## config.mk

```make
export PLATFORM = sky130hd
export DESIGN_NAME = clken_gen
export DESIGN_NICKNAME = d
export VERILOG_FILES = /design/src/rtl/clken_gen.sv
export SDC_FILE = /design/constraint.sdc
export NUM_CORES = 1
export LEC_CHECK = 0
export ABC_AREA = 0
export CELL_PAD_IN_SITES_DETAIL_PLACEMENT = 2
export CELL_PAD_IN_SITES_GLOBAL_PLACEMENT = 2
export CORE_ASPECT_RATIO = 1.25
export CORE_MARGIN = 5
export CORE_UTILIZATION = 37
export CTS_BUF_LIST = sky130_fd_sc_hd__clkbuf_8
export CTS_CLUSTER_DIAMETER = 100
export DETAILED_ROUTE_END_ITERATION = 10
export DONT_BUFFER_PORTS = 1
export GPL_ROUTABILITY_DRIVEN = 1
export PLACE_DENSITY = 0.83
export SLEW_MARGIN = 30
export SYNTH_ARGS = -nofsm -noshare
export SYNTH_HDL_FRONTEND = slang
export SYNTH_SLANG_ARGS = --single-unit
```

## constraint.sdc

```tcl
create_clock -name clk100 -period 3.4 [get_ports clk100]
set_input_delay 0.51 -clock clk100 [delete_from_list [all_inputs] [get_ports clk100]]
set_output_delay 0.51 -clock clk100 [all_outputs]
set_load 0.05 [all_outputs]
```

## src/rtl/clken_gen.sv

```systemverilog
// clken_gen: multi-channel fractional clock-enable generator and reset sequencer.
// Each channel emits num[i] evenly spread single-cycle enables per frame of DEN cycles.
// Optional macro CLKEN_LATE_EN: adds a one-cycle-delayed copy of clken on clken_late;
// when undefined, clken_late is tied to zero.
module clken_gen #(
  parameter int unsigned NUM_CH     = 2,
  parameter int unsigned ACC_W      = 8,
  parameter int unsigned DEN        = 25,
  parameter int unsigned RST_FRAMES = 4
) (
  input  logic                      clk100,
  input  logic                      reset,
  input  logic [NUM_CH*ACC_W-1:0]   num,
  input  logic [NUM_CH-1:0]         en,
  input  logic                      rst_req,
  output logic [NUM_CH-1:0]         clken,
  output logic [NUM_CH-1:0]         clken_late,
  output logic                      frame_sync,
  output logic                      sys_reset
);

  localparam int unsigned POS_W = (DEN > 1) ? $clog2(DEN) : 1;
  localparam int unsigned SUM_W = ACC_W + 1;
  localparam int unsigned CNT_W = (RST_FRAMES > 0) ? $clog2(RST_FRAMES + 1) : 1;

  localparam logic [POS_W-1:0] LAST_POS = POS_W'(DEN - 1);
  localparam logic [ACC_W-1:0] DEN_N    = ACC_W'(DEN);
  localparam logic [SUM_W-1:0] DEN_S    = SUM_W'(DEN);
  localparam logic [CNT_W-1:0] CNT_LOAD = CNT_W'(RST_FRAMES);

  logic [POS_W-1:0] pos;
  logic [POS_W-1:0] pos_next;
  logic             at_start;
  logic             at_last;

  logic [SUM_W-1:0] acc      [NUM_CH];
  logic [SUM_W-1:0] acc_next [NUM_CH];
  logic [SUM_W-1:0] sum      [NUM_CH];
  logic [ACC_W-1:0] n        [NUM_CH];
  logic [ACC_W-1:0] num_f    [NUM_CH];
  logic [ACC_W-1:0] n_cur    [NUM_CH];
  logic [NUM_CH-1:0] raw;

  logic [1:0]       sync;
  logic             rq;
  logic [CNT_W-1:0] cnt;

  assign at_start = (pos == '0);
  assign at_last  = (pos == LAST_POS);
  assign pos_next = at_last ? '0 : pos + POS_W'(1);
  assign rq       = sync[1];

  // Per-channel numerator clamp/latch, pulse decision and accumulator step.
  always_comb begin
    for (int i = 0; i < NUM_CH; i++) begin
      num_f[i]    = num[i*ACC_W +: ACC_W];
      n_cur[i]    = n[i];
      if (at_start) n_cur[i] = (num_f[i] > DEN_N) ? DEN_N : num_f[i];
      raw[i]      = (acc[i] < {1'b0, n_cur[i]});
      sum[i]      = acc[i] + {1'b0, n_cur[i]};
      acc_next[i] = (sum[i] >= DEN_S) ? (sum[i] - DEN_S) : sum[i];
      if (at_last) acc_next[i] = '0;
    end
  end

  // Frame position, accumulators, latched numerators and enable outputs.
  always_ff @(posedge clk100) begin
    if (reset) begin
      pos        <= '0;
      clken      <= '0;
      frame_sync <= 1'b0;
      for (int i = 0; i < NUM_CH; i++) begin
        acc[i] <= '0;
        n[i]   <= '0;
      end
    end else begin
      pos        <= pos_next;
      clken      <= raw & en;
      frame_sync <= at_start;
      for (int i = 0; i < NUM_CH; i++) begin
        acc[i] <= acc_next[i];
        n[i]   <= n_cur[i];
      end
    end
  end

  // Reset request synchroniser and frame-counted reset stretcher.
  always_ff @(posedge clk100) begin
    if (reset) begin
      sync      <= 2'b11;
      cnt       <= CNT_LOAD;
      sys_reset <= 1'b1;
    end else begin
      sync      <= {sync[0], rst_req};
      sys_reset <= rq | (cnt != '0);
      if (rq) begin
        cnt <= CNT_LOAD;
      end else if (frame_sync && (cnt != '0)) begin
        cnt <= cnt - CNT_W'(1);
      end
    end
  end

`ifdef CLKEN_LATE_EN
  // One-cycle delayed enables for second-half-of-cycle write strobes.
  always_ff @(posedge clk100) begin
    if (reset) clken_late <= '0;
    else       clken_late <= clken;
  end
`else
  assign clken_late = '0;
`endif

endmodule
```

==> qor.txt <==
Non-filler cells, final = 597
Register area share after synthesis = 0.292
DRT antenna net count = 0
Reg2reg end = acc[0][4]$_SDFF_PP0_
Routability cong. = 0.799
Full die area = 10,900 sq um
Via/cell ratio = 5.90
Synth top area share = 0.292
End of the critical path = acc[0][4]$_SDFF_PP0_
RSZ-0062 raised after global routing = yes
Fmax = 242 MHz
Worst-Margin Slew = 0.739 ns
DR iter-0 viols = 213
Root Driver = clkbuf_8
CP bufs+invs = 4
Levels on crit path = 18
Peak fanout along the critical path = 7
DIE HEIGHT = 116 um
Most frequent cell after synthesis = dfxtp_1
CTS Buf Count = 5
Status = finished with violations
DP Wirelength = 9160 um
PortBufs = 0
Final worst slack = -0.730 ns
Pre-antenna DRT Iters = 5
Largest net degree at the start of global routing = 27
Core ar. = 8700 sq um
Slew HR = 0.506
Final Setup Violations = 18
Minimum clock period = 4.13 ns
Flop-to-flop setup slack = -0.73 ns
Total GRT Usage = 0.304
Die X = 94.4 um
Clock Path Buffers = 2
WL/cell = 30.3 um
Mapped Avg Cell Area = 8.58 sq um
Num Clock Sinks = 48
Slowest-stage cell, CP = or4_4
Post-synthesis cell type count = 69
Kind of critical path = reg2reg
Max Cap Viol = 0
Seq cells post-synth = 48
DRT Wirelength = 18,100 um
Hold Vio Cnt, Final = 0
Critical Path Max Stage Delay = 0.47 ns
Most frequent cells after synthesis = 48 x dfxtp_1, 42 x ha_1, 37 x inv_1, 33 x nor2_1
Synth top area cells = dfxtp_1 29%, ha_1 16%, inv_1 4.2%
Worst-path cell chain = inv_2, ha_4, nand2b_4, or3_4, or4_4, o32a_1, ha_2, inv_2, fa_2, nand2b_4, a211oi_4, o21a_1, o221ai_4, nor3_2, buf_6, buf_4, or3_1, a21oi_1
TNS Setup = -9.54 ns
Period utilization = 1.21
CP Data Arrival Time = 4.37 ns
Critical Path RT = 3.64 ns
Layout Skew = 0.0178 ns
Post-synth EDFFs = 0
Clk_lat worst skew = 0.33 ns
Complex-gate fraction of the synthesized area = 0.210
CP endpoint kind = flip-flop
Worst R2R Start = pos[0]$_SDFF_PP0_
Mux contribution to synthesized area = 0.00912
Failing checks = setup timing
Power per cell area = 926 nW/um^2
P_leak = 2.08 nW
Final Instance Area = 4700 sq um
Layout cells sized above 1 = 0.424
Starting Density = 0.379
Final Util = 0.540
Post-Syn Instances = 384
First-pass GRT wire length = 24,200 um
Number of global-route vias before repair = 3,875
Via count = 3,523
Peak VDD IR = 0.370 mV
Critical Path Start = pos[0]$_SDFF_PP0_
Crit path max-delay family = simple AND/OR/NAND/NOR gates
Synth Area in Simple Gates = 0.209
Antenna violations before repair = 1
H-tree levels = 2
Nets@finish = 540
Worst setup SP type = flip-flop
Total power = 4.35 mW
Ys async rst share = 0
# IOs = 27
Final Slew Violations = 0
Adder-cell share of the synthesized area = 0.172
R2r worst-path depth = 18
Area grow syn2layout = 42.7%
Top FF cell, synth = dfxtp_1
Yosys top cell by area = dfxtp_1
TritonCTS clock tree = done
Cts hold-fix bufs = 0
Row cnt = 38
Post-synthesis cell area = 3290 sq um
Hold Crit Class = in2reg
Grt ovf = 0
Synth Area in XOR/XNOR = 0.0399
Combinational family with the most area after synthesis = compound AO/OA/AOI/OAI gates
DRC viols = 0
Dpl cells = 559
Synth Warn # = 0
Reg clk slew, reported paths = 0.12 ns
Placed cell area = 3910 sq um
==> cell type report <==
type	count	area [sq um]
Multi-Input combinational cell	284	2570
Timing Repair Buffer	99	788
Clock inverter	3	20.0
Inverter	37	141
Clock buffer	5	68.8
Antenna cell	1	2.50
Fill cell	906	4000
Tap cell	120	150
Sequential cell	48	963
==> registers in the layout (all words and copies together), names as in the netlist <==
| register | flops |
|---|---|
| acc | 18 |
| clken | 2 |
| cnt | 3 |
| frame_sync | 1 |
| n | 16 |
| pos | 5 |
| sync | 2 |
| sys_reset | 1 |
==> routing by layer <==
layer / up-vias / global-route usage / wire, um
met5: - / 0 / 0
met4: 0 / 0.126 / 877
li1: 1526 / - / -
met1: 1776 / 0.356 / 7180
met2: 152 / 0.546 / 8940
met3: 69 / 0.0494 / 1070
==> metrics by stage <==
| step | hold WS, ns | setup slack, ns |
|---|---|---|
| final | 0.239 | -0.730 |
| after global routing | 0.231 | -0.842 |
| after CTS | 0.242 | -0.519 |
| after detailed placement | 0.408 | -0.687 |
| after global placement | 0.399 | -0.248 |
| after floorplan | 0.389 | -0.136 |
==> report_power, final <==
part | total, mW | internal, mW | switching [mW]
Clock | 0.384 | 0.144 | 0.240
Sequential | 0.808 | 0.667 | 0.141
Combinational | 3.16 | 1.40 | 1.76
==> how the worst min path moves through the flow <==
stage | startpoint | to | slack, ns | depth (start not counted)
after floorplan | sync[0]$_SDFF_PP1_ | sync[1]$_SDFF_PP1_ | 0.39 | 1
after CTS | reset | n[0][15]$_SDFF_PP0_ | 0.24 | 1
after global placement | sync[0]$_SDFF_PP1_ | sync[1]$_SDFF_PP1_ | 0.40 | 1
final | reset | n[0][3]$_SDFF_PP0_ | 0.24 | 1
after detailed placement | sync[0]$_SDFF_PP1_ | sync[1]$_SDFF_PP1_ | 0.41 | 1
after global routing | reset | n[0][4]$_SDFF_PP0_ | 0.23 | 1
==> timing repair <==
| item | 4_1_cts | 5_1_grt |
|---|---|---|
| gates resized for setup | 64 | 34 |
| setup endpoints to repair | 18 | 19 |
| hold endpoints to repair | 0 | 0 |
| pin swaps | 32 | 30 |
| buffers inserted | 19 | 11 |
==> cells by family (layout without fill, tap and decap cells) <==
family,after synthesis,in the layout
other,1,3
AOI/OAI and AO/OA,89,89
muxes,3,3
xor gates and xnor gates,15,15
and+or+nand+nor,131,131
buffers and inverters,53,144
DFF,48,48
adders and majority gates,44,44
==> placed cells by master (no fill, tap or decap), types with 8 or more instances in the layout <==
cell type / count
ha_1: 32
nand2b_1: 8
a21oi_2: 9
inv_1: 31
buf_4: 87
nor2_1: 33
a21oi_1: 16
nand3_1: 11
nand2_1: 22
buf_6: 12
dfxtp_1: 46
No activity file was read; power rests on OpenSTA's default activity.
